### src/rtl/fpu_decode_queue.sv
// fpu_decode_queue: decodes raw FP instructions on entry and buffers them in a FIFO for FPU issue
package fpu_decode_queue_pkg;
  typedef enum logic [4:0] {
    FPU_NOP, FPU_ADD, FPU_SUB, FPU_MUL, FPU_DIV, FPU_SQRT,
    FPU_MADD, FPU_MSUB, FPU_NMSUB, FPU_NMADD,
    FPU_SGNJ, FPU_SGNJ_N, FPU_SGNJ_X, FPU_MIN, FPU_MAX,
    FPU_LE, FPU_LT, FPU_EQ,
    FPU_FLOAT2INT, FPU_FLOAT2INT_U, FPU_INT2FLOAT, FPU_INT2FLOAT_U,
    FPU_MOVE_FLOAT2INT, FPU_FCLASS, FPU_MOVE_INT2FLOAT
  } fpu_op_e;
endpackage

module fpu_decode_queue
  import fpu_decode_queue_pkg::*;
#(
  parameter int DEPTH          = 4,
  parameter bit ENABLE_D       = 1'b0,
  parameter bit ENABLE_DIVSQRT = 1'b1
) (
  input  logic                       clk_i,
  input  logic                       rst_ni,
  input  logic                       instr_valid_i,
  output logic                       instr_ready_o,
  input  logic [31:0]                instr_i,
  input  logic [2:0]                 frm_i,
  input  logic                       flush_i,
  output logic                       out_valid_o,
  input  logic                       out_ready_i,
  output fpu_op_e                    out_op_o,
  output logic [2:0]                 out_rm_o,
  output logic [1:0]                 out_fmt_o,
  output logic [4:0]                 out_rs1_o,
  output logic [4:0]                 out_rs2_o,
  output logic [4:0]                 out_rs3_o,
  output logic [4:0]                 out_rd_o,
  output logic                       out_rs1_int_o,
  output logic                       out_rd_int_o,
  output logic                       out_illegal_o,
  output logic [31:0]                out_instr_o,
  output logic [$clog2(DEPTH+1)-1:0] count_o
);
  localparam int PW = $clog2(DEPTH);
  localparam int CW = $clog2(DEPTH+1);
  localparam logic [CW-1:0] FULL = CW'(DEPTH);
  typedef struct packed {
    fpu_op_e     op;
    logic [2:0]  rm;
    logic [1:0]  fmt;
    logic [4:0]  rs1, rs2, rs3, rd;
    logic        rs1_int, rd_int, illegal;
    logic [31:0] instr;
  } entry_t;
  entry_t mem [DEPTH];
  entry_t dec, head;
  fpu_op_e op53;
  logic [PW-1:0] wp, rp;
  logic push, pop, fmt_bad;
  logic [2:0] f3;
  logic [4:0] f5, rs2;
  assign f3 = instr_i[14:12];
  assign f5 = instr_i[31:27];
  assign rs2 = instr_i[24:20];
  assign fmt_bad = instr_i[26] || (instr_i[26:25] == 2'b01 && !ENABLE_D);
  always_comb begin
    op53 = FPU_NOP;
    case (f5)
      5'b00000: op53 = FPU_ADD;
      5'b00001: op53 = FPU_SUB;
      5'b00010: op53 = FPU_MUL;
      5'b00011: op53 = FPU_DIV;
      5'b01011: op53 = rs2 == 5'd0 ? FPU_SQRT : FPU_NOP;
      5'b00100: op53 = f3 == 3'd0 ? FPU_SGNJ : f3 == 3'd1 ? FPU_SGNJ_N : f3 == 3'd2 ? FPU_SGNJ_X : FPU_NOP;
      5'b00101: op53 = f3 == 3'd0 ? FPU_MIN : f3 == 3'd1 ? FPU_MAX : FPU_NOP;
      5'b10100: op53 = f3 == 3'd0 ? FPU_LE : f3 == 3'd1 ? FPU_LT : f3 == 3'd2 ? FPU_EQ : FPU_NOP;
      5'b11000: op53 = rs2 == 5'd0 ? FPU_FLOAT2INT : rs2 == 5'd1 ? FPU_FLOAT2INT_U : FPU_NOP;
      5'b11010: op53 = rs2 == 5'd0 ? FPU_INT2FLOAT : rs2 == 5'd1 ? FPU_INT2FLOAT_U : FPU_NOP;
      5'b11100: op53 = rs2 != 5'd0 ? FPU_NOP : f3 == 3'd0 ? FPU_MOVE_FLOAT2INT : f3 == 3'd1 ? FPU_FCLASS : FPU_NOP;
      5'b11110: op53 = rs2 == 5'd0 && f3 == 3'd0 ? FPU_MOVE_INT2FLOAT : FPU_NOP;
      default: op53 = FPU_NOP;
    endcase
  end
  always_comb begin
    dec = '0;
    dec.rm = f3;
    dec.fmt = instr_i[26:25];
    dec.rs1 = instr_i[19:15];
    dec.rs2 = rs2;
    dec.rs3 = f5;
    dec.rd = instr_i[11:7];
    dec.instr = instr_i;
    dec.illegal = 1'b1;
    case (instr_i[6:0])
      7'h07, 7'h27: dec.illegal = !(f3 == 3'b010 || (f3 == 3'b011 && ENABLE_D));
      7'h43, 7'h47, 7'h4b, 7'h4f: begin
        dec.op = instr_i[3] ? (instr_i[2] ? FPU_NMADD : FPU_NMSUB) : (instr_i[2] ? FPU_MSUB : FPU_MADD);
        dec.illegal = fmt_bad;
      end
      7'h53: begin
        dec.op = op53;
        dec.illegal = fmt_bad || op53 == FPU_NOP || (!ENABLE_DIVSQRT && op53 inside {FPU_DIV, FPU_SQRT});
      end
      default: dec.illegal = 1'b1;
    endcase
    // Dynamic rounding (111) resolves to the frm captured now, not at issue time
    if (dec.op inside {FPU_ADD, FPU_SUB, FPU_MUL, FPU_DIV, FPU_SQRT, FPU_MADD, FPU_MSUB, FPU_NMSUB,
                       FPU_NMADD, FPU_FLOAT2INT, FPU_FLOAT2INT_U, FPU_INT2FLOAT, FPU_INT2FLOAT_U}) begin
      dec.rm = f3 == 3'b111 ? frm_i : f3;
      dec.illegal = dec.illegal || dec.rm > 3'b100;
    end
    dec.rs1_int = dec.op inside {FPU_INT2FLOAT, FPU_INT2FLOAT_U, FPU_MOVE_INT2FLOAT};
    dec.rd_int = dec.op inside {FPU_FLOAT2INT, FPU_FLOAT2INT_U, FPU_MOVE_FLOAT2INT, FPU_FCLASS,
                                FPU_LE, FPU_LT, FPU_EQ};
  end
  assign instr_ready_o = rst_ni && count_o != FULL;
  assign out_valid_o = count_o != '0;
  assign push = instr_valid_i && instr_ready_o && !flush_i;
  assign pop = out_valid_o && out_ready_i && !flush_i;
  always_ff @(posedge clk_i) begin
    if (!rst_ni || flush_i) begin
      wp <= '0;
      rp <= '0;
      count_o <= '0;
    end else begin
      if (push) wp <= wp + PW'(1);
      if (pop) rp <= rp + PW'(1);
      count_o <= count_o + CW'(push) - CW'(pop);
    end
  end
  always_ff @(posedge clk_i) begin
    if (push) mem[wp] <= dec;
  end
  assign head = out_valid_o ? mem[rp] : '0;
  assign out_op_o = head.op;
  assign out_rm_o = head.rm;
  assign out_fmt_o = head.fmt;
  assign out_rs1_o = head.rs1;
  assign out_rs2_o = head.rs2;
  assign out_rs3_o = head.rs3;
  assign out_rd_o = head.rd;
  assign out_rs1_int_o = head.rs1_int;
  assign out_rd_int_o = head.rd_int;
  assign out_illegal_o = head.illegal;
  assign out_instr_o = head.instr;
endmodule

### config.mk
export PLATFORM = sky130hd
export DESIGN_NAME = fpu_decode_queue
export DESIGN_NICKNAME = d
export VERILOG_FILES = /design/src/rtl/fpu_decode_queue.sv
export SDC_FILE = /design/constraint.sdc
export NUM_CORES = 1
export LEC_CHECK = 0
export BUFFER_PORTS_ARGS = -buffer_cell sky130_fd_sc_hd__buf_2
export CORE_MARGIN = 2
export CORE_UTILIZATION = 35
export DETAILED_ROUTE_END_ITERATION = 6
export PLACE_DENSITY = 0.59
export RECOVER_POWER = 100
export SETUP_SLACK_MARGIN = 0.3
export SYNTH_ARGS = -nofsm -noshare
export SYNTH_HDL_FRONTEND = slang
export SYNTH_SLANG_ARGS = --single-unit
### constraint.sdc
create_clock -name clk_i -period 2.9 [get_ports clk_i]
set_input_delay 0.435 -clock clk_i [delete_from_list [all_inputs] [get_ports clk_i]]
set_output_delay 0.435 -clock clk_i [all_outputs]
set_load 0.005 [all_outputs]
==> results.ini, run 1 <==
[setup_path]
cp.arrival_ns = 2.75
required_ns = 3.04
cp-start-kind = input pin
path_cells = clkbuf_1 > nor4b_1 > o31a_1 > a211oi_1 > a221o_1 > o2111ai_2 > a221oi_2 > o21ai_1
cpLargestDelayFamily = compound AO/OA/AOI/OAI gates
path_buf_inv = 1
crit_fanout = 16
timing.critical_path.to_type = register
critPathMaxStageDelay_ns = 0.49
crit_slowest_cell = clkbuf_1
reg2reg_setup_slack_ns = 0.36
path_class = input pin to register

[floorplanning]
dieArea_um2 = 23300
num_rows = 54
core_area_um2 = 21800
die_h_um = 153
start_util_pct = 35.5
die_w_um = 153
ioPinCount = 110

[route]
wl_per_cell_um = 19.8
via_per_inst = 5.03
firstDrtPassIters = 4
wirelength_um = 16400
drtAntennaViolNets = 0
drcViolationCount = 0
drtIter0Drc = 335
via_count = 4171

[synthesis]
ys_types = 56
yosysWarnings = 0
synth-seq-area-share_pct = 69.2
synth_top_flop_cell = edfxtp_1
syn_area_per_cell_um2 = 17.5
syn-instance-count = 441
synth-seq-cells = 181
syn_nets = 488
syn_area_um2 = 7730
async_flop_share_pct = 0
synth-edff-count = 172

[hold_path]
hold_class = input pin to register

[sta]
skew_ns = 0.00894
setup_violations = 0
slew_headroom_pct = 31.5
maxSlewViolCount = 0
finalCritPeriodShare_pct = 90.2
fmax_mhz = 382
hold_ws_ns = 0.270
worst_pin_slew_ns = 1.03
hold_violations = 0
setup_tns_ns = 0
rsz0062_at_grt = false
period_minus_slack_ns = 2.62

[cts]
clock_path_buffers = 2
clk_pin_slew_worst_paths_ns = 0.06
numCtsBuffers = 17
clock-root-buffer = clkbuf_16
htreeDepth = 4
cts_sinks = 181
tritoncts = yes
cts_resized = 0
cts_setup_buffers = 0
cts_hold_buf = 0
clk_latency_ns = 0.43

[pwr]
finalPower_mw = 5.30
powerDensity_nw_per_um2 = 590
pwr-share-seq_pct = 54.6
p_sw_share_pct = 21.1
p_switching_mw = 1.12
clockPowerShare_pct = 41.1
comb_power_share_pct = 4.3
intPower_mw = 4.18
leakagePower_nw = 2.79
ir_drop_v = 0.000405

[global_route]
grt_max_degree = 45
grt_pass1_vias = 4379
overflow = 0
grt_usage_pct = 14.5
grt_pass1_wl_um = 25200
antenna_found_initial = 0

[cells_and_area]
nNetsFinal = 584
drive_gt1_share_pct = 23.5
fillCellCount = 2012
final_cells = 830
area_growth_pct = 16.2
n_antenna_cell = 0

[place]
hpwl_um = 10400
port_buffers = 109
dp_cells = 798
place_congestion = 0.809

[status]
outcome = finished, final reports clean

[job]
cap_viol_max_count = 0

## power by group through the flow
| stage | clock network (mW) | registers [mW] | logic [mW] |
|---|---|---|---|
| after floorplan | 0 | 2.95 | 0.129 |
| after global placement | 0 | 2.95 | 0.238 |
| after detailed placement | 0 | 2.95 | 0.245 |
| after CTS | 2.23 | 2.89 | 0.246 |
| after global routing | 2.34 | 2.89 | 0.254 |
| final | 2.18 | 2.89 | 0.230 |
## state kept, by name (all words and copies together), names as in the netlist, named ones only
name,count
rp,2
wp,2
mem,172
count_o,3
## logic make-up (layout without fill, tap and decap cells)
| kind of cell | count (synthesis) | count (layout) | synth area share [%] |
|---|---|---|---|
| flops | 181 | 181 | 69.2 |
| simple gates | 111 | 111 | 8.74 |
| buf+inv | 58 | 167 | 4.05 |
| mux | 44 | 44 | 12.7 |
| compound gates | 32 | 32 | 3.22 |
| xor+xnor | 8 | 8 | 0.907 |
| fa+ha+maj | 7 | 7 | 1.23 |
## layout make-up
class / instances / area, µm² / share of cell area, %
well taps: 280 / 350 / 3.90
inverters: 13 / 48.8 / 0.544
flip-flops and latches: 181 / 5350 / 59.6
multi-input cells: 202 / 2060 / 23.0
repair buffers: 122 / 598 / 6.66
clock buffers: 20 / 479 / 5.34
clock inverters: 12 / 88.8 / 0.990
## layer usage
metal  vias up  GRT usage, %  share of wire (%)
met3        19          3.44                3.6
met4         0          4.28                1.2
met1      2155          18.2                 44
li1       1887             -                  -
met2       110          25.0                 51
met5         -             0                  0
## worst register-to-register path: stages, from the launching register on
cell and delay [ns]:
dfxtp_1 0.45, nor2_1 0.06, nand2_1 0.11, nand2_1 0.12
nor2_1 0.26, and2_0 0.85, buf_12 0.34
## path summary, 6_finish.rpt
path / cells past startpoint / startpoint / endpoint
max: 8 / instr_i[27] / mem[0][32]
min reg2reg: 2 / wp[1] / wp[1]
max reg2reg: 6 / count_o[1] / mem[2][48]
min: 1 / instr_i[9] / mem[1][37]
## stage by stage
stage / area, µm² / util, % / worst slack (ns)
after global placement: 8550 / 39.3 / 0.153
after floorplan: 7730 / - / 0.429
after global routing: 8980 / 41.3 / 0.183
after detailed placement: 8550 / 39.3 / 0.0124
final: 8980 / 41.3 / 0.284
after CTS: 9110 / 41.9 / 0.437
## synth_stat cells, types with 3 or more instances
library cell  count  area (µm²)
a211oi_1          3        22.5
and2_1            6        37.5
buf_1             4        15.0
buf_2             4        20.0
buf_4            22         165
clkbuf_1         14        52.6
dfxtp_1           9         180
edfxtp_1        172        5160
ha_1              6        75.1
inv_1            13        48.8
mux4_2           43         968
nand2_1           9        33.8
nand2b_1          4        25.0
nand3b_1          4        30.0
nor2_1           18        67.6
nor2b_1          44         275
nor4b_1           3        26.3
o21a_1            3        22.5
o21ai_0           3        15.0
o21ai_1           3        15.0
o31a_1            3        26.3
xnor2_1           5        43.8
xor2_1            3        26.3
## cells in the final DEF (no fill, tap or decap), types with 4 or more instances in the layout
| cell type | Yosys | layout |
|---|---|---|
| nand3b_1 | 4 | 4 |
| nand2b_1 | 4 | 4 |
| inv_6 | 0 | 4 |
| dfxtp_1 | 9 | 7 |
| buf_2 | 4 | 14 |
| clkbuf_1 | 14 | 79 |
| o21ai_0 | 3 | 4 |
| and2_0 | 0 | 4 |
| clkbuf_2 | 0 | 21 |
| buf_12 | 0 | 5 |
| inv_1 | 13 | 13 |
| nor2_1 | 18 | 18 |
| ha_1 | 6 | 6 |
| nor2b_1 | 44 | 44 |
| nand2_1 | 9 | 9 |
| edfxtp_1 | 172 | 172 |
| clkbuf_16 | 0 | 19 |
| xnor2_1 | 5 | 5 |
| a21oi_1 | 2 | 4 |
| mux4_2 | 43 | 43 |
Power figures use the tool's default switching activity.
==> inputs of run 2 (changes only) <==
CELL_PAD_IN_SITES_DETAIL_PLACEMENT = 1   (was not set)
CELL_PAD_IN_SITES_GLOBAL_PLACEMENT = 2   (was not set)
PLACE_DENSITY = 0.74   (was 0.59)
REMOVE_ABC_BUFFERS = 1   (was not set)
==> results.ini, run 2 (synthesized netlist as in run 1, its figures left out) <==
[route]
wl_per_cell_um = 20.0  ; was 19.8 µm
drtAntennaViolNets = 0  ; unchanged
drtIter0Drc = 264  ; was 335
firstDrtPassIters = 4  ; unchanged
top_layer = met4  ; unchanged
drt-met1-wl_um = 7260  ; was 7300 µm
drcViolationCount = 0  ; unchanged
via_count = 4210  ; was 4171
via_per_inst = 5.06  ; was 5.03
wirelength_um = 16700  ; was 16400 µm
met3WireLength_um = 654  ; was 599 µm
met2_length_um = 8580  ; was 8330 µm

[sta]
rsz0062_at_grt = false  ; unchanged
slew_headroom_pct = 16.3  ; was 31.5%
period_minus_slack_ns = 2.54  ; was 2.62 ns
maxSlewViolCount = 0  ; unchanged
fmax_mhz = 393  ; was 382 MHz
skew_ns = 0.00836  ; was 0.00894 ns
hold_violations = 0  ; unchanged
setup_violations = 0  ; unchanged
finalCritPeriodShare_pct = 87.7  ; was 90.2%
worst_slack_ns = 0.357  ; was 0.284 ns
worst_pin_slew_ns = 1.26  ; was 1.03 ns

[setup_path]
timing.critical_path.to_type = register  ; unchanged
path_cells = clkbuf_1 > clkbuf_1 > a211oi_1 > o21ai_0 > a21oi_1 > a21oi_1 > a221oi_2 > o31a_1  ; was clkbuf_1 > nor4b_1 > o31a_1 > a211oi_1 > a221o_1 > o2111ai_2 > a221oi_2 > o21ai_1
reg2reg_setup_slack_ns = 0.41  ; was 0.36 ns
cp-start-kind = input pin  ; unchanged
required_ns = 3.07  ; was 3.04 ns
path_class = input pin to register  ; unchanged
r2r-start = count_o[1]  ; unchanged
rr_worst_depth = 6  ; unchanged
path_buf_inv = 2  ; was 1
crit_slowest_cell = clkbuf_1  ; unchanged
cpLargestDelayFamily = compound AO/OA/AOI/OAI gates  ; unchanged
critPathMaxStageDelay_ns = 0.44  ; was 0.49 ns
crit_fanout = 13  ; was 16
critPathLaunch = instr_i[13]  ; was instr_i[27]
cp.arrival_ns = 2.71  ; was 2.75 ns
r2r_end = mem[1][58]  ; was mem[2][48]

[global_route]
overflow = 0  ; unchanged
grt_pass1_wl_um = 26200  ; was 25200 µm
antenna_found_initial = 0  ; unchanged
grt_max_degree = 45  ; unchanged
grt_usage_pct = 14.8  ; was 14.5%
grt_pass1_vias = 4578  ; was 4379

[floorplanning]
ioPinCount = 110  ; unchanged
dieArea_um2 = 23300  ; unchanged
core_area_um2 = 21800  ; unchanged
start_util_pct = 35.5  ; unchanged
die_w_um = 153  ; unchanged
num_rows = 54  ; unchanged
die_h_um = 153  ; unchanged

[cells_and_area]
final_common_cell = edfxtp_1  ; unchanged
regMostFlops = mem  ; unchanged
nNetsFinal = 587  ; was 584
largest_register_ffs = 172  ; unchanged
final_area_um2 = 8970  ; was 8980 µm²
mostFrequentLayoutCells = 172 x edfxtp_1, 72 x clkbuf_1, 44 x nor2b_1  ; was 172 x edfxtp_1, 79 x clkbuf_1, 44 x nor2b_1
largestRegisters = mem (172), count_o (3)  ; unchanged
fillCellCount = 2183  ; was 2012
drive_gt1_share_pct = 25.0  ; was 23.5%
n_antenna_cell = 0  ; unchanged
area_growth_pct = 16.0  ; was 16.2%

[cts]
htreeDepth = 4  ; unchanged
clock-root-buffer = clkbuf_16  ; unchanged
numCtsBuffers = 17  ; unchanged
tritoncts = yes  ; unchanged
clk_pin_slew_worst_paths_ns = 0.07  ; was 0.06 ns
clock_path_buffers = 2  ; unchanged
clk_latency_ns = 0.42  ; was 0.43 ns
cts_sinks = 181  ; unchanged

[pwr]
p_sw_share_pct = 21.0  ; was 21.1%
clockPowerShare_pct = 40.5  ; was 41.1%
ir_drop_v = 0.000389  ; was 0.000405 V
powerDensity_nw_per_um2 = 585  ; was 590 nW/µm²
comb_power_share_pct = 4.4  ; was 4.3%
leakagePower_nw = 2.81  ; was 2.79 nW
pwr-share-seq_pct = 55.2  ; was 54.6%
p_switching_mw = 1.10  ; was 1.12 mW
intPower_mw = 4.14  ; was 4.18 mW

[hold_path]
hold_class = input pin to register  ; unchanged
hold_path_end = mem[2][54]  ; was mem[1][37]
min_from = instr_i[19]  ; was instr_i[9]
worstHoldPathCells = 1  ; unchanged

[place]
port_buffers = 109  ; unchanged
place_congestion = 0.770  ; was 0.809
hpwl_um = 10500  ; was 10400 µm
pre_cts_slack_ns = 0.0275  ; was 0.0124 ns
placedInstanceArea_um2 = 8570  ; was 8550 µm²

[job]
cap_viol_max_count = 0  ; unchanged

[status]
outcome = finished, final reports clean  ; unchanged

## run 2: cell type report
class                   instances  area, µm²  area share (%)
inverters                      13       48.8           0.544
multi-input cells             202       2060            23.0
well taps                     280        350            3.91
clock inverters                14        111            1.24
repair buffers                125        621            6.92
clock buffers                  17        425            4.74
flip-flops and latches        181       5350            59.7
## run 2: layer usage
metal / vias to the layer above / GRT usage, %
li1: 1892 / -
met1: 2207 / 18.7
met2: 100 / 25.3
met3: 11 / 3.58
met4: 0 / 4.45
met5: - / 0
## run 2: per-stage QoR
step           utilization [%]  hold slack, ns  TNS [ns]  std cells  power (mW)
5_1_grt                   41.2           0.280         0        832        5.42
3_5_place_dp              39.4           0.508         0        799        3.19
4_1_cts                   42.0           0.206         0        832        5.32
2_1_floorplan                -           0.469    -35.00        396        3.05
3_3_place_gp              39.4           0.480         0        799        3.18
6_report                  41.2           0.274         0        832        5.24
## run 2: worst max-delay path by stage
stage                         end  slack, ns  depth (start not counted)
finish                 mem[3][59]       0.36                          8
global route           mem[2][58]       0.18                          6
CTS                 out_rs1_int_o       0.42                          4
detailed placement     mem[0][59]       0.03                          8
global placement       mem[0][59]       0.15                          8
floorplan              count_o[2]      -1.50                         10
## run 2: power groups by stage
stage	Sequential [mW]	Clock (mW)	Combinational [mW]
6_report	2.89	2.12	0.229
5_1_grt	2.89	2.28	0.254
4_1_cts	2.89	2.18	0.248
3_5_place_dp	2.95	0	0.245
3_3_place_gp	2.95	0	0.237
2_1_floorplan	2.95	0	0.104
## run 2: repair_timing
item / CTS / global route
setup buffers: 2 / 0
gates cloned: 0 / 0
gates resized for setup: 0 / 2
endpoints found under the hold margin: 0 / 0
hold buffers: 0 / 0
endpoints found under the setup margin: 14 / 1
==> inputs of run 3 (changes only) <==
ABC_AREA = 1   (was not set)
PLACE_DENSITY = 0.81   (was 0.74)
==> results.ini, run 3 <==
[synthesis]
syn_area_per_cell_um2 = 10.9  ; was 17.5 µm²
synth_top_area_cell = edfxtp_1  ; unchanged
async_flop_share_pct = 0  ; unchanged
synthAdderAreaFrac_pct = 1.18  ; was 1.23%
synth_top_area_share_pct = 64.3  ; was 66.9%
yosysWarnings = 0  ; unchanged
synth-seq-cells = 181  ; unchanged
syn_area_um2 = 8040  ; was 7730 µm²
synth_most_common_cell = nor2_1  ; was edfxtp_1
synth_top_family_by_area = simple AND/OR/NAND/NOR gates  ; was multiplexers
syn-instance-count = 736  ; was 441
synth-edff-count = 172  ; unchanged
synthMuxAreaShare_pct = 0  ; was 12.7%
synthSimpleGateAreaFrac_pct = 17.3  ; was 8.74%
synth_compound_area_share_pct = 9.44  ; was 3.22%
synth_top_flop_cell = edfxtp_1  ; unchanged
synth-seq-area-share_pct = 66.5  ; was 69.2%
synth_common_cells = 195 x nor2_1, 172 x edfxtp_1, 92 x o21ai_0  ; was 172 x edfxtp_1, 44 x nor2b_1, 43 x mux4_2
synth_area_leaders = edfxtp_1 64%, nor2_1 9.1%, o21ai_0 5.7%  ; was edfxtp_1 67%, mux4_2 13%, nor2b_1 3.6%
ys_types = 35  ; was 56
synthXorXnorAreaFrac_pct = 0.109  ; was 0.907%

[place]
port_buffers = 109  ; unchanged
hpwl_um = 12000  ; was 10500 µm
dp_cells = 1089  ; was 799
pre_cts_slack_ns = 0.519  ; was 0.0275 ns
place_congestion = 0.792  ; was 0.770
placedInstanceArea_um2 = 8850  ; was 8570 µm²

[floorplanning]
start_util_pct = 35.6  ; was 35.5%
num_rows = 55  ; was 54
dieArea_um2 = 24200  ; was 23300 µm²
core_area_um2 = 22600  ; was 21800 µm²
die_h_um = 156  ; was 153 µm
ioPinCount = 110  ; unchanged
die_w_um = 156  ; was 153 µm

[route]
via_count = 5586  ; was 4210
via_per_inst = 4.98  ; was 5.06
firstDrtPassIters = 4  ; unchanged
wl_per_cell_um = 17.8  ; was 20.0 µm
drtAntennaViolNets = 0  ; unchanged
drcViolationCount = 0  ; unchanged
drtIter0Drc = 263  ; was 264
wirelength_um = 19900  ; was 16700 µm

[cells_and_area]
postLayoutCoreUtil_pct = 41.0  ; was 41.2%
n_antenna_cell = 0  ; unchanged
drive_gt1_share_pct = 13.0  ; was 25.0%
largest_register_ffs = 172  ; unchanged
final_cells = 1122  ; was 832
mostFrequentLayoutCells = 194 x nor2_1, 172 x edfxtp_1, 92 x o21ai_0  ; was 172 x edfxtp_1, 72 x clkbuf_1, 44 x nor2b_1
largestRegisters = mem (172), count_o (3)  ; unchanged
final_area_um2 = 9250  ; was 8970 µm²
nNetsFinal = 871  ; was 587
area_growth_pct = 15.1  ; was 16.0%
final_common_cell = nor2_1  ; was edfxtp_1
regMostFlops = mem  ; unchanged

[setup_path]
critPathMaxStageDelay_ns = 0.57  ; was 0.44 ns
cpLargestDelayFamily = buffers and inverters  ; was compound AO/OA/AOI/OAI gates
critPathLaunch = count_o[1]  ; was instr_i[13]
r2r-start = count_o[1]  ; unchanged
crit_slowest_cell = buf_4  ; was clkbuf_1
cp.arrival_ns = 2.07  ; was 2.71 ns
timing.critical_path.to_type = output pin  ; was register
crit_fanout = 43  ; was 13
r2r_end = mem[1][13]  ; was mem[1][58]
cp.depth = 4  ; was 8
rr_worst_depth = 6  ; unchanged
crit_path_end = out_op_o[3]  ; was mem[3][59]
reg2reg_setup_slack_ns = 0.43  ; was 0.41 ns
required_ns = 2.47  ; was 3.07 ns
path_class = register to output pin  ; was input pin to register
cp-start-kind = register  ; was input pin
path_buf_inv = 2  ; unchanged
path_cells = nor3_1 > buf_4 > a21oi_1 > buf_2  ; was clkbuf_1 > clkbuf_1 > a211oi_1 > o21ai_0 > a21oi_1 > a21oi_1 > a221oi_2 > o31a_1

[pwr]
leakagePower_nw = 3.31  ; was 2.81 nW
finalPower_mw = 5.29  ; was 5.24 mW
powerDensity_nw_per_um2 = 572  ; was 585 nW/µm²
ir_drop_v = 0.000338  ; was 0.000389 V

[global_route]
grt_pass1_wl_um = 30900  ; was 26200 µm
grt_usage_pct = 16.6  ; was 14.8%
overflow = 0  ; unchanged
grt_max_degree = 69  ; was 45
grt_pass1_vias = 5757  ; was 4578
antenna_found_initial = 0  ; unchanged

[sta]
hold_violations = 0  ; unchanged
rsz0062_at_grt = false  ; unchanged
setup_violations = 0  ; unchanged
slew_headroom_pct = 36.7  ; was 16.3%
finalCritPeriodShare_pct = 86.4  ; was 87.7%
maxSlewViolCount = 0  ; unchanged
worst_slack_ns = 0.394  ; was 0.357 ns
worst_pin_slew_ns = 0.950  ; was 1.26 ns
period_minus_slack_ns = 2.51  ; was 2.54 ns
fmax_mhz = 399  ; was 393 MHz
skew_ns = 0.0102  ; was 0.00836 ns

[hold_path]
hold_class = input pin to register  ; unchanged
min_from = instr_i[8]  ; was instr_i[19]

[cts]
htreeDepth = 4  ; unchanged
clk_latency_ns = 0.42  ; about the same
cts_sinks = 181  ; unchanged
tritoncts = yes  ; unchanged
clk_pin_slew_worst_paths_ns = 0.07  ; about the same
cts_setup_buffers = 0  ; was 2
clock_path_buffers = 2  ; unchanged
clock-root-buffer = clkbuf_16  ; unchanged
numCtsBuffers = 17  ; unchanged

[job]
cap_viol_max_count = 0  ; unchanged

[status]
outcome = finished, final reports clean  ; unchanged

run 3: cell count changes in the layout (fill, tap and decap cells not counted), moves of 12 or more:
cell,before,now
nor2_1,18,194
o21ai_0,4,92
inv_1,13,34
nand2_1,9,50
nor2b_1,44,0
clkbuf_2,28,15
clkbuf_1,72,84
nand3_1,2,17
mux4_2,43,0
a21oi_1,4,51
run 3: cells by family (layout without fill, tap and decap cells):
family,count (synthesis),in the layout
fa+ha+maj,7,7
simple gates,305,305
compound gates,148,148
xor+xnor,1,1
buf+inv,94,195
flops,181,181
run 3: layout make-up:
cell class,instances,area (µm²)
repair buffers,123,611
clock inverters,15,131
inverters,40,155
well taps,285,357
flip-flops and latches,181,5350
clock buffers,17,425
multi-input cells,461,2220
fillers,2558,13300
run 3: layer usage:
layer,global-route usage (%),part of all wire (%),vias to the layer above
li1,-,-,2677
met2,30.0,51,96
met5,0,0,-
met3,3.15,3.3,11
met4,4.19,0.88,0
met1,20.6,45,2802
run 3: power by group:
| group | internal, mW | switching [mW] | total (mW) | leakage [nW] |
|---|---|---|---|---|
| sequential | 2.88 | 0.00725 | 2.89 | 1.64 |
| combinational | 0.0629 | 0.158 | 0.221 | 1.41 |
| clock | 1.19 | 0.998 | 2.19 | 0.266 |
| total | 4.13 | 1.16 | 5.29 | 3.31 |
run 3: through the flow:
step           hold slack [ns]  TNS [ns]
2_1_floorplan            0.436   -115.26
3_3_place_gp             0.445         0
3_5_place_dp             0.458         0
4_1_cts                  0.214         0
5_1_grt                  0.278         0
6_report                 0.267         0
run 3: worst reg2reg max path: stages, from the launching register on:
cell and delay (ns):
dfxtp_1 0.46, nor2_1 0.07, a21oi_1 0.19, nand3_1 0.13
clkbuf_1 0.30, nor2_4 0.17, buf_2 0.74
run 3: timing repair:
item,4_1_cts,5_1_grt
cloned,0,1
setup endpoints to repair,1,3
hold endpoints to repair,0,0
gates resized for setup,1,2
hold buffers,0,0
run 3: worst min-delay path by stage:
stage	endpoint	slack, ns	cells past startpoint
CTS	mem[0][36]	0.21	1
floorplan	register	0.44	2
finish	mem[3][36]	0.27	1
detailed placement	register	0.46	2
global placement	register	0.44	2
global route	mem[0][36]	0.28	1
